<file path="src/rtl/npu_pkg.sv">
// Shared NPU definitions: opcodes, scheduler states and matrix-unit geometry.
package npu_pkg;

    localparam int MAT_DIM   = 4;
    localparam int ELEM_W    = 8;
    localparam int RES_W     = 16;
    localparam int LAT_CNT_W = 4;

    typedef enum logic [1:0] {
        OP_ADD  = 2'b00,
        OP_SUB  = 2'b01,
        OP_RSV2 = 2'b10,
        OP_RSV3 = 2'b11
    } op_t;

    typedef enum logic [1:0] {
        ST_IDLE,
        ST_ISSUE,
        ST_WAIT,
        ST_RESP
    } sched_state_t;

    function automatic logic is_valid_op(input op_t op);
        return (op == OP_ADD) || (op == OP_SUB);
    endfunction

endpackage

</file>
<file path="src/rtl/matrix_op_scheduler_if.sv">
// Request/response bundle between the requesters (master) and the scheduler (slave).
interface matrix_op_scheduler_if #(
    parameter int NUM_REQ = 4,
    parameter int CNT_W   = 16
);
    localparam int SEL_W = $clog2(NUM_REQ);

    logic [NUM_REQ-1:0]   req;
    logic [2*NUM_REQ-1:0] req_op;
    logic [NUM_REQ-1:0]   resp_ready;
    logic [NUM_REQ-1:0]   gnt;
    logic [SEL_W-1:0]     sel;
    logic                 add_start;
    logic                 sub_start;
    logic                 cap_en;
    logic [NUM_REQ-1:0]   resp_valid;
    logic                 resp_err;
    logic                 busy;
    logic [CNT_W-1:0]     issued_cnt;

    modport master (
        output req, req_op, resp_ready,
        input  gnt, sel, add_start, sub_start, cap_en, resp_valid, resp_err, busy, issued_cnt
    );

    modport slave (
        input  req, req_op, resp_ready,
        output gnt, sel, add_start, sub_start, cap_en, resp_valid, resp_err, busy, issued_cnt
    );

endinterface

</file>
<file path="src/rtl/rr_arbiter.sv">
// Combinational round-robin pick: first set request at or above ptr, wrapping to index 0.
module rr_arbiter #(
    parameter int N = 4
) (
    input  logic [N-1:0]         req,
    input  logic [$clog2(N)-1:0] ptr,
    output logic [N-1:0]         grant,
    output logic [$clog2(N)-1:0] grant_idx,
    output logic                 any
);
    localparam int IDX_W = $clog2(N);

    logic [N-1:0] upper_mask;
    logic [N-1:0] masked;
    logic [N-1:0] pool;

    // Prefer requests at or above the pointer; fall back to the full vector to wrap.
    always_comb begin
        upper_mask = '0;
        for (int j = 0; j < N; j++) begin
            if (IDX_W'(j) >= ptr) upper_mask[j] = 1'b1;
        end
        masked    = req & upper_mask;
        pool      = (|masked) ? masked : req;
        grant     = '0;
        grant_idx = '0;
        for (int j = N - 1; j >= 0; j--) begin
            if (pool[j]) begin
                grant     = '0;
                grant[j]  = 1'b1;
                grant_idx = IDX_W'(j);
            end
        end
        any = |req;
    end

endmodule

</file>
<file path="src/rtl/matrix_op_scheduler.sv">
// Control-only scheduler sharing the elementwise add/sub matrix units among requesters.
module matrix_op_scheduler
    import npu_pkg::*;
#(
    parameter int NUM_REQ  = 4,
    parameter int UNIT_LAT = 1,
    parameter int CNT_W    = 16
) (
    input  logic                clk,
    input  logic                rst_n,
    matrix_op_scheduler_if.slave bus
);
    localparam int SEL_W = $clog2(NUM_REQ);

    sched_state_t         state_q, state_n;
    logic [NUM_REQ-1:0]   gnt_q, gnt_n, rv_q, rv_n, arb_gnt;
    logic [SEL_W-1:0]     sel_q, sel_n, rr_q, rr_n, arb_idx;
    op_t                  op_q, op_n, pick_op;
    logic [LAT_CNT_W-1:0] lat_q, lat_n;
    logic [CNT_W-1:0]     cnt_q, cnt_n;
    logic                 add_q, add_n, sub_q, sub_n, cap_q, cap_n, err_q, err_n, busy_q;
    logic                 arb_any;

    rr_arbiter #(.N(NUM_REQ)) u_arb (
        .req       (bus.req),
        .ptr       (rr_q),
        .grant     (arb_gnt),
        .grant_idx (arb_idx),
        .any       (arb_any)
    );

    always_comb begin
        pick_op = OP_ADD;
        for (int j = 0; j < NUM_REQ; j++) begin
            if (arb_idx == SEL_W'(j)) pick_op = op_t'(bus.req_op[2*j +: 2]);
        end
    end

    // Start strobes are decided on the grant edge so they appear registered in ISSUE.
    always_comb begin
        state_n = state_q;
        gnt_n   = gnt_q;
        sel_n   = sel_q;
        op_n    = op_q;
        lat_n   = lat_q;
        rv_n    = rv_q;
        err_n   = err_q;
        rr_n    = rr_q;
        cnt_n   = cnt_q;
        add_n   = 1'b0;
        sub_n   = 1'b0;
        cap_n   = 1'b0;
        case (state_q)
            ST_IDLE: begin
                if (arb_any) begin
                    gnt_n   = arb_gnt;
                    sel_n   = arb_idx;
                    op_n    = pick_op;
                    add_n   = (pick_op == OP_ADD);
                    sub_n   = (pick_op == OP_SUB);
                    state_n = ST_ISSUE;
                end
            end
            ST_ISSUE: begin
                if (is_valid_op(op_q)) begin
                    lat_n   = LAT_CNT_W'(UNIT_LAT - 1);
                    state_n = ST_WAIT;
                end else begin
                    err_n   = 1'b1;
                    rv_n    = gnt_q;
                    state_n = ST_RESP;
                end
            end
            ST_WAIT: begin
                if (lat_q == '0) begin
                    cap_n   = 1'b1;
                    rv_n    = gnt_q;
                    state_n = ST_RESP;
                end else begin
                    lat_n = lat_q - LAT_CNT_W'(1);
                end
            end
            ST_RESP: begin
                if (|(bus.resp_ready & gnt_q)) begin
                    gnt_n   = '0;
                    rv_n    = '0;
                    err_n   = 1'b0;
                    rr_n    = (sel_q == SEL_W'(NUM_REQ - 1)) ? '0 : sel_q + SEL_W'(1);
                    if (!err_q && (cnt_q != '1)) cnt_n = cnt_q + CNT_W'(1);
                    state_n = ST_IDLE;
                end
            end
            default: state_n = ST_IDLE;
        endcase
    end

    always_ff @(posedge clk) begin
        if (!rst_n) begin
            state_q <= ST_IDLE;
            gnt_q   <= '0;
            sel_q   <= '0;
            op_q    <= OP_ADD;
            lat_q   <= '0;
            rv_q    <= '0;
            err_q   <= 1'b0;
            rr_q    <= '0;
            cnt_q   <= '0;
            add_q   <= 1'b0;
            sub_q   <= 1'b0;
            cap_q   <= 1'b0;
            busy_q  <= 1'b0;
        end else begin
            state_q <= state_n;
            gnt_q   <= gnt_n;
            sel_q   <= sel_n;
            op_q    <= op_n;
            lat_q   <= lat_n;
            rv_q    <= rv_n;
            err_q   <= err_n;
            rr_q    <= rr_n;
            cnt_q   <= cnt_n;
            add_q   <= add_n;
            sub_q   <= sub_n;
            cap_q   <= cap_n;
            busy_q  <= (state_n != ST_IDLE);
        end
    end

    assign bus.gnt        = gnt_q;
    assign bus.sel        = sel_q;
    assign bus.add_start  = add_q;
    assign bus.sub_start  = sub_q;
    assign bus.cap_en     = cap_q;
    assign bus.resp_valid = rv_q;
    assign bus.resp_err   = err_q;
    assign bus.busy       = busy_q;
    assign bus.issued_cnt = cnt_q;

endmodule

</file>
<file path="src/flat_wrapper.sv">
// flat-port wrapper written by rule: the top's interface ports become plain ports
module matrix_op_scheduler_flat import npu_pkg::*;
#(
    parameter int NUM_REQ  = 4,
    parameter int UNIT_LAT = 1,
    parameter int CNT_W    = 16
)
  (clk, rst_n, bus_req, bus_req_op, bus_resp_ready, bus_gnt, bus_sel, bus_add_start, bus_sub_start, bus_cap_en, bus_resp_valid, bus_resp_err, bus_busy, bus_issued_cnt);
  matrix_op_scheduler_if #(.NUM_REQ(NUM_REQ), .CNT_W(CNT_W)) bus_i ();
  input  logic clk;
  input  logic rst_n;
  input wire logic [$bits(bus_i.req)-1:0] bus_req;
  input wire logic [$bits(bus_i.req_op)-1:0] bus_req_op;
  input wire logic [$bits(bus_i.resp_ready)-1:0] bus_resp_ready;
  output wire logic [$bits(bus_i.gnt)-1:0] bus_gnt;
  output wire logic [$bits(bus_i.sel)-1:0] bus_sel;
  output wire logic [$bits(bus_i.add_start)-1:0] bus_add_start;
  output wire logic [$bits(bus_i.sub_start)-1:0] bus_sub_start;
  output wire logic [$bits(bus_i.cap_en)-1:0] bus_cap_en;
  output wire logic [$bits(bus_i.resp_valid)-1:0] bus_resp_valid;
  output wire logic [$bits(bus_i.resp_err)-1:0] bus_resp_err;
  output wire logic [$bits(bus_i.busy)-1:0] bus_busy;
  output wire logic [$bits(bus_i.issued_cnt)-1:0] bus_issued_cnt;
  assign bus_i.req = bus_req;
  assign bus_i.req_op = bus_req_op;
  assign bus_i.resp_ready = bus_resp_ready;
  assign bus_gnt = bus_i.gnt;
  assign bus_sel = bus_i.sel;
  assign bus_add_start = bus_i.add_start;
  assign bus_sub_start = bus_i.sub_start;
  assign bus_cap_en = bus_i.cap_en;
  assign bus_resp_valid = bus_i.resp_valid;
  assign bus_resp_err = bus_i.resp_err;
  assign bus_busy = bus_i.busy;
  assign bus_issued_cnt = bus_i.issued_cnt;
  matrix_op_scheduler #(.NUM_REQ(NUM_REQ), .UNIT_LAT(UNIT_LAT), .CNT_W(CNT_W)) u_core (.clk(clk), .rst_n(rst_n), .bus(bus_i));
endmodule
</file>
<file path="config.mk">
export PLATFORM = sky130hd
export DESIGN_NAME = matrix_op_scheduler_flat
export DESIGN_NICKNAME = d
export VERILOG_FILES = /design/src/rtl/npu_pkg.sv /design/src/rtl/matrix_op_scheduler_if.sv /design/src/rtl/rr_arbiter.sv /design/src/rtl/matrix_op_scheduler.sv /design/src/flat_wrapper.sv
export SDC_FILE = /design/constraint.sdc
export NUM_CORES = 1
export LEC_CHECK = 0
export CAP_MARGIN = 0
export CELL_PAD_IN_SITES_DETAIL_PLACEMENT = 0
export CELL_PAD_IN_SITES_GLOBAL_PLACEMENT = 2
export CORE_ASPECT_RATIO = 1.1
export CORE_MARGIN = 2
export CORE_UTILIZATION = 25
export CTS_BUF_LIST = sky130_fd_sc_hd__clkbuf_4
export CTS_CLUSTER_DIAMETER = 50
export CTS_CLUSTER_SIZE = 16
export DETAILED_ROUTE_END_ITERATION = 8
export HOLD_SLACK_MARGIN = 0.08
export PLACE_DENSITY = 0.7
export SLEW_MARGIN = 10
export SYNTH_ARGS = -nofsm -noshare
export SYNTH_HDL_FRONTEND = slang
export SYNTH_HIERARCHICAL = 1
export SYNTH_SLANG_ARGS = --single-unit
</file>
<file path="constraint.sdc">
create_clock -name clk -period 3.4 [get_ports clk]
set_input_delay 1.02 -clock clk [delete_from_list [all_inputs] [get_ports clk]]
set_output_delay 1.02 -clock clk [all_outputs]
set_load 0.02 [all_outputs]
</file>
==> Word-level counts from Yosys, hierarchy flattened <==
Cells that the tools add are included.
W data, S select, Z words.
{ "word_totals": {"register_bits": 41, "inputBits": 18, "out_inout_bits": 31, "word_cells": 99} }
{ "op_classes": {"addsub": 3, "magnitude_cmp": 4, "n_eq_ne": 16, "mux": 36, "bitwise": 2, "reduce_logical": 25} }
{ "op_table": {"columns": ["operator", "n"], "rows": [
  ["$mux W4", 11],
  ["$mux W2", 12],
  ["$add A16 B1 Y16 const B", 1],
  ["$ne A16 B16 Y1 const B", 1],
  ["$pmux W4 S2", 2],
  ["$reduce_and A3 Y1", 5],
  ["$pmux W4 S3", 1],
  ["$reduce_or A4 Y1", 3],
  ["$eq A2 B2 Y1 const B", 5],
  ["$and A4 B4 Y4", 2],
  ["$eq A2 B1 Y1 const B", 4],
  ["$logic_not A2 Y1", 4],
  ["$mux W1", 8],
  ["$ne A2 B1 Y1 const B", 4],
  ["$pmux W2 S4", 1],
  ["$reduce_bool A2 Y1", 4],
  ["$reduce_and A2 Y1", 3],
  ["$ge A1 B2 Y1 const A", 2],
  ["$ge A2 B2 Y1 const A", 2],
  ["$logic_not A4 Y1", 1],
  ["$ne A2 B2 Y1 const B", 2],
  ["$reduce_and A4 Y1", 1],
  ["$sub A4 B1 Y4 const B", 1],
  ["$reduce_bool A3 Y1", 1],
  ["5 further kinds", 5]
]} }

==> Depth between registers and ports, before layout <==
Gate-level depths: netlist of run 1.
{ "logic_depth": {"word_depth": 15, "depth_mapped": 8, "mapped_depth_nobuf": 7} }

==> Modules after synthesis <==
Netlist of run 1, hierarchy kept.
{ "modules_own_cells": {"columns": ["module", "n_inst", "cells_per_inst", "area_per_inst_um2"], "rows": [
  ["matrix_op_scheduler", 1, 212, 1923.1],
  ["rr_arbiter", 1, 33, 227.7]
]} }

==> Least setup slack after synthesis of run 1 <==
OpenSTA, ideal clock, no wires.
{ "synth_timing": {"path_kind": "input-to-reg", "start": "input port bus_req[0]", "end": "register u_core.sub_q, in the netlist u_core/bus.sub_start", "setup_time_ps": 80, "t_arrival_ps": 2422, "required_time_ps": 3320, "path_slack_ps": 899, "stages": 6, "n_path_buf": 1, "cell_sequence": "buf_4 a21boi_0 o22ai_1 a21oi_1 mux4_2 nor3b_1"} }
{ "synth_via": {"elab_chain_len": 13, "word_cells_on_any_way": 18, "classes_between": "4 x eq/ne; 9 x mux; 1 x bitwise; 4 x reduce/logical"} }
{ "synth_rtl": {"columns": ["item", "line", "source"], "rows": [
  ["start, declared", "flat_wrapper.sv:12", "input wire logic [$bits(bus_i.req)-1:0] bus_req;"],
  ["$and A4 B4 Y4", "rr_arbiter.sv:23", "masked = req & upper_mask;"],
  ["$reduce_or A4 Y1", "rr_arbiter.sv:24", "pool = (|masked) ? masked : req;"],
  ["$mux W4 *", "rr_arbiter.sv:24", null],
  ["$mux W2 (3 in a row)", "rr_arbiter.sv:28", "if (pool[j]) begin"],
  ["$mux W2 *", "rr_arbiter.sv:28", null],
  ["via u_core.arb_idx[0]", "matrix_op_scheduler.sv:17", "logic [SEL_W-1:0] sel_q, sel_n, rr_q, rr_n, arb_idx;"],
  ["$logic_not A2 Y1", "matrix_op_scheduler.sv:35", "if (arb_idx == SEL_W'(j)) pick_op = op_t'(bus.req_op[2*j +: 2]);"],
  ["$mux W2 (3 in a row)", "matrix_op_scheduler.sv:35", null],
  ["$mux W2 *", "matrix_op_scheduler.sv:35", null],
  ["$eq A2 B1 Y1 *", "matrix_op_scheduler.sv:60", "sub_n = (pick_op == OP_SUB);"],
  ["end signal, assigned", "matrix_op_scheduler.sv:123", "sub_q <= sub_n;"],
  ["end, declared", "matrix_op_scheduler.sv:21", "logic add_q, add_n, sub_q, sub_n, cap_q, cap_n, err_q, err_n, busy_q;"]
]} }
Mark *: on every way through the listed nets, which the timed path passes. The rest lies on a longest branch.
A chain may end at the register's enable or synchronous reset.

==> Worst setup path after layout of run 1 <==
{ "layout_timing": {"start": "input port bus_req[1]", "end": "register u_core.sub_q, in the netlist u_core/bus.sub_start"} }
Same word-level chain as after synthesis.

==> results of run 1 <==
==> sequential cells by signal, indices dropped and copies added (netlist names) <==
name,count
u_core/bus.add_start,1
u_core/bus.busy,1
u_core/bus.cap_en,1
u_core/bus.gnt,4
u_core/bus.issued_cnt,16
u_core/bus.resp_err,1
u_core/bus.resp_valid,4
u_core/bus.sel,2
u_core/bus.sub_start,1
u_core/lat_q,4
u_core/op_q,1
u_core/rr_q,2
u_core/state_q,2
==> final timing paths <==
| check | startpoint | to | slack (ps) |
|---|---|---|---|
| setup / recovery | bus_req[1] | u_core/bus.sub_start | 770 |
| hold / removal | u_core/bus.resp_valid[3] | u_core/bus.resp_valid[3] | 510 |
| setup reg to reg | u_core/rr_q[1] | u_core/bus.sub_start | 1210 |
| hold reg to reg | u_core/bus.resp_valid[3] | u_core/bus.resp_valid[3] | 510 |
==> cells by family after synthesis <==
| family | after synthesis | synth area share [%] |
|---|---|---|
| multiplexers | 3 | 2.56 |
| XOR/XNOR | 12 | 4.89 |
| buffers and inverters | 21 | 5.06 |
| AND/OR/NAND/NOR | 101 | 25.0 |
| adder cells (fa/ha/maj) | 7 | 4.07 |
| AO/OA/AOI/OAI | 61 | 21.2 |
| flip-flops | 40 | 37.2 |
==> worst register-to-register path: stages, from the launching register on <==
cell     delay (ps)
dfxtp_1         660
mux2i_1         250
o22ai_1          90
a21oi_1         350
mux4_2          590
nor3b_1         190
==> routing by layer <==
metal,track usage (%),vias to the layer above,routed length [um]
met5,0,-,0
met4,3.10,0,43
met3,2.90,4,337
met2,20.0,49,2510
met1,17.1,929,2830
li1,-,987,-
==> cell type report <==
| cell class | count | area [sq um] |
|---|---|---|
| inverters | 10 | 37.5 |
| well taps | 111 | 139 |
| clock inverters | 3 | 13.8 |
| repair buffers | 53 | 518 |
| fillers | 890 | 5580 |
| flip-flops and latches | 40 | 801 |
| clock buffers | 5 | 37.5 |
| multi-input cells | 184 | 1240 |
==> power by group through the flow <==
| stage | Clock, mW | Sequential [mW] | Combinational, mW |
|---|---|---|---|
| floorplan | 0 | 0.539 | 0.131 |
| global placement | 0 | 0.525 | 0.235 |
| detailed placement | 0 | 0.526 | 0.235 |
| CTS | 0.253 | 0.516 | 0.236 |
| global route | 0.272 | 0.519 | 0.258 |
| finish | 0.236 | 0.516 | 0.234 |
==> cells in the mapped netlist, types with 3 or more instances <==
library cell,number,area share [%]
o21ai_0,8,1.9
nand2_1,21,3.7
xor2_1,3,1.2
a21oi_1,22,5.1
nand3_1,8,1.9
nor4_1,5,1.5
inv_1,8,1.4
buf_6,3,1.6
ha_1,7,4.1
nand4_1,6,1.7
nor3_1,5,1.2
nor2_1,27,4.7
and3_1,5,1.5
or3_1,4,1.2
nor2b_1,4,1.2
dfxtp_1,40,37
a32o_1,4,1.9
nand2b_1,3,0.87
xnor2_1,9,3.7
nor3b_1,4,1.4
clkbuf_1,5,0.87
==> per-stage QoR <==
step | std cells | setup WS [ps]
after global placement | 398 | 412
after detailed placement | 398 | 385
after global routing | 406 | 639
final | 406 | 766
after floorplan | 245 | 899
after CTS | 406 | 757
==> cell usage in the layout (no fill, tap or decap), types with 6 or more instances in the layout <==
cell             Yosys  routed
nor2_1              27      27
nand3_1              8       8
nand4_1              6       6
xnor2_1              9       9
a21oi_1             22      22
clkdlybuf4s50_1      0      48
ha_1                 7       7
nand2_1             21      21
o21ai_0              8       8
dfxtp_1             40      40
inv_1                8       8
==> results.yml, run 1 <==
power_and_ir_drop:
  clockPowerShare_pct: 24.0
  swShare_pct: 31.9
  pwr-share-comb_pct: 23.7
  intPower_uw: 671
  p_switching_uw: 315
  p_total_uw: 986
  pwr-share-seq_pct: 52.3
  irDropWorstVdd_mv: 0.131
  power.density_nw_per_um2: 354
  p_leak_nw: 0.968
logic_synthesis:
  synth_cells: 245
  avgSynthCellArea_sq_um: 8.78
  post_synth_instance_area_sq_um: 2150
  yosysSeqAreaShare_pct: 37.2
  ys_warn_count: 6
  ys_async_sr_fraction_pct: 0
  synth.distinct_cells: 55
  ys_seq_elements: 40
  synth_ff_type: "dfxtp_1"
  synth_edf_count: 0
  synth_nets: 270
timing:
  max_freq_mhz: 380
  setup_viol: 0
  drv_slew: 0
  whs_ps: 512
  finalCritPeriodShare_pct: 77.5
  tns_ps: 0
  fin_skew_ps: 16.2
  worst_slew_pin_slew_ps: 572
  slew-limit-headroom_pct: 61.6
  rsz0062_at_grt: "false"
  min_period_ps: 2630
  hold_violations: 0
global_routing:
  grt_pass1_vias: 1843
  grt_max_degree: 18
  gr-total-overflow: 0
  grt_pass1_wl_um: 9470
  track_usage_pct: 12.5
  antenna_found_initial: 0
clock_tree:
  ctsResizeCount: 0
  clockRootBuffer: "clkbuf_4"
  htreeDepth: 2
  clock_latency_ps: 340
  clockBufferDepth: 2
  clk_pin_slew_ps: 130
  clkSinkCount: 40
  cts_tree: "built"
  cts.hold.buffers_added: 0
  cts_buffers: 5
  post_cts_buffers: 0
route:
  drtPass1Iterations: 4
  drc_errors: 0
  vias_per_cell: 4.85
  drt_wl_total_um: 5720
  wl_per_cell_um: 14.1
  dr_total_vias: 1969
  dr.first_iter.drc_count: 89
  drtAntennaViolNets: 0
placement:
  dpl_cell_area_sq_um: 2740
  routabilityCongestion: 0.757
  dp_hpwl_um: 4230
  io_buffers: 48
critical_path:
  start_kind: "input port"
  crit_family: "compound AO/OA/AOI/OAI gates"
  critPathBufInv: 1
  crit_required_ps: 3680
  slowest_delay_ps: 590
  worstPathCellList: "clkdlybuf4s50_1 > a21boi_0 > o22ai_1 > a21oi_1 > mux4_2 > nor3b_1"
  worstSetupPathType: "input port to register"
  worstSetupPathDepth: 6
  arrival_ps: 2910
  cp_max_fo: 3
  end_kind: "register"
  ff2ff_path_depth: 5
  cpMaxStageDelayCell: "mux4_2"
floorplanning:
  start_util_pct: 25.7
  core_area_sq_um: 8360
  fp.dieH_um: 101
  dieArea_sq_um: 9360
  die_w_um: 92.4
  io_pins: 49
  rows: 35
finish:
  area_growth_pct: 29.6
  antenna_cells: 0
  fin_area_sq_um: 2790
  final_layout_size_suffix_gt1_share_pct: 10.2
  post-route-util_pct: 33.3
  nets: 319
hold_path:
  holdCritPathClass: "register to register"
  whs_path_depth: 1
flow_run:
  maxCapViolCount: 0
status:
  status: "completed"
Power figures use the tool's default switching activity.
==> run 2: changes to the inputs <==
--- a/config.mk
+++ b/config.mk
@@ -16,7 +16,7 @@
 export CTS_CLUSTER_SIZE = 16
 export DETAILED_ROUTE_END_ITERATION = 8
 export HOLD_SLACK_MARGIN = 0.08
-export PLACE_DENSITY = 0.7
+export PLACE_DENSITY = 0.73
 export SLEW_MARGIN = 10
 export SYNTH_ARGS = -nofsm -noshare
 export SYNTH_HDL_FRONTEND = slang
==> constraint.sdc (replaced) <==
create_clock -name clk -period 2.3 [get_ports clk]
set_input_delay 0.69 -clock clk [delete_from_list [all_inputs] [get_ports clk]]
set_output_delay 0.69 -clock clk [all_outputs]
set_load 0.02 [all_outputs]
==> results.yml, run 2 (synthesis gave the netlist of run 1 again) <==
status:
  status: "completed"
placement:
  dp_hpwl_um: 4230
  io_buffers: 48
  pre_cts_slack_ps: -219
  routabilityCongestion: 0.779
  place_inst: 409
route:
  dr.first_iter.drc_count: 88
  vias_per_cell: 4.77
  drt_wl_total_um: 5700
  drtAntennaViolNets: 0
  wl_per_cell_um: 13.7
  drtPass1Iterations: 4
  dr_total_vias: 1989
  drc_errors: 0
critical_path:
  critPathBufInv: 1
  start_kind: "register"
  crit_required_ps: 1610
  cp_max_fo: 6
  worstPathCellList: "clkdlybuf4s50_1"
  slowest_delay_ps: 670
  crit_family: "buffers and inverters"
  end_kind: "output pin"
  cpMaxStageDelayCell: "clkdlybuf4s50_1"
  arrival_ps: 1510
  worstSetupPathType: "register to output pin"
timing:
  rsz0062_at_grt: "false"
  drv_slew: 0
  slew-limit-headroom_pct: 61.9
  worst_slew_pin_slew_ps: 567
  whs_ps: 515
  max_freq_mhz: 455
  fin_skew_ps: 4.97
  worst_slack_ps: 103
  hold_violations: 0
  setup_viol: 0
  min_period_ps: 2200
  finalCritPeriodShare_pct: 95.5
  tns_ps: 0
floorplanning:
  fp.dieH_um: 101
  io_pins: 49
  core_area_sq_um: 8360
  rows: 35
  dieArea_sq_um: 9360
  die_w_um: 92.4
  start_util_pct: 25.7
global_routing:
  antenna_found_initial: 0
  track_usage_pct: 12.6
  grt_pass1_vias: 1942
  grt_max_degree: 18
  grt_pass1_wl_um: 9480
  gr-total-overflow: 0
clock_tree:
  cts_buffers: 5
  clockBufferDepth: 2
  clock_latency_ps: 340
  htreeDepth: 2
  cts_tree: "built"
  clk_pin_slew_ps: 120
  post_cts_buffers: 0
  clockRootBuffer: "clkbuf_4"
  clkSinkCount: 40
  cts.hold.buffers_added: 0
finish:
  final_common_cell: "clkdlybuf4s50_1"
  nets: 330
  final_cells: 417
  antenna_cells: 0
  area_growth_pct: 33.7
  largest_reg_flops: 16
  final_cell_mix: "clkdlybuf4s50_1 (48), dfxtp_1 (40), nor2_1 (27)"
  final_layout_size_suffix_gt1_share_pct: 13.7
power_and_ir_drop:
  power.density_nw_per_um2: 513
  pwr-share-comb_pct: 25.0
  clockPowerShare_pct: 23.4
  p_switching_uw: 463
  intPower_mw: 1.01
  p_leak_nw: 1.02
  swShare_pct: 31.4
  pwr-share-seq_pct: 51.6
  irDropWorstVdd_mv: 0.244
  p_total_mw: 1.48
flow_run:
  maxCapViolCount: 0
hold_path:
  holdCritPathClass: "register to register"
[run 2: cell count changes in the layout (fill, tap and decap cells not counted), sizes merged]
cell  delta
buf     +11
[run 2: power groups by stage]
| stage | Combinational, mW | Sequential [mW] | Clock (mW) |
|---|---|---|---|
| floorplan | 0.194 | 0.796 | 0 |
| global placement | 0.368 | 0.778 | 0 |
| detailed placement | 0.369 | 0.778 | 0 |
| CTS | 0.370 | 0.763 | 0.364 |
| global route | 0.412 | 0.768 | 0.394 |
| finish | 0.369 | 0.762 | 0.345 |
[run 2: per-stage QoR]
step	instance area [sq um]	util (%)
global placement	2820	33.7
detailed placement	2820	33.7
finish	2880	34.4
CTS	2870	34.3
global route	2880	34.4
floorplan	2150	-
[run 2: path summary, 6_finish.rpt]
check	slack, ps	from	depth (start not counted)	end
min	520	u_core/op_q[1]	2	u_core/op_q[1]
max	100	u_core/bus.resp_err	1	bus_resp_err
max reg2reg	350	u_core/state_q[0]	7	u_core/bus.issued_cnt[3]
min reg2reg	520	u_core/op_q[1]	2	u_core/op_q[1]
[run 2: area by class of cell]
class                           instances  area, sq um
Clock inverter                          3         13.8
Sequential cell                        40          801
Timing Repair Buffer                   64          601
Clock buffer                            5         37.5
Fill cell                             887         5490
Tap cell                              111          139
Multi-Input combinational cell        184         1250
Inverter                               10         37.5
[run 2: what timing repair did]
| action | in CTS | in global routing |
|---|---|---|
| resized for setup | 0 | 1 |
| setup endpoints to repair | 0 | 1 |
| endpoints found under the hold margin | 0 | 0 |
[run 2: metal layers]
metal / wire length (um) / track usage, % / vias up
li1: - / - / 1008
met1: 2840 / 17.4 / 926
met2: 2500 / 19.8 / 47
met3: 295 / 2.90 / 8
met4: 63 / 3.44 / 0
met5: 0 / 0 / -
==> run 3: changes to the inputs <==
--- a/config.mk
+++ b/config.mk
@@ -5,7 +5,7 @@
 export SDC_FILE = /design/constraint.sdc
 export NUM_CORES = 1
 export LEC_CHECK = 0
-export CAP_MARGIN = 0
+export CAP_MARGIN = 40
 export CELL_PAD_IN_SITES_DETAIL_PLACEMENT = 0
 export CELL_PAD_IN_SITES_GLOBAL_PLACEMENT = 2
 export CORE_ASPECT_RATIO = 1.1
==> results of run 3 <==
No change in the layout: final DEF, timing and power equal those of run 2.
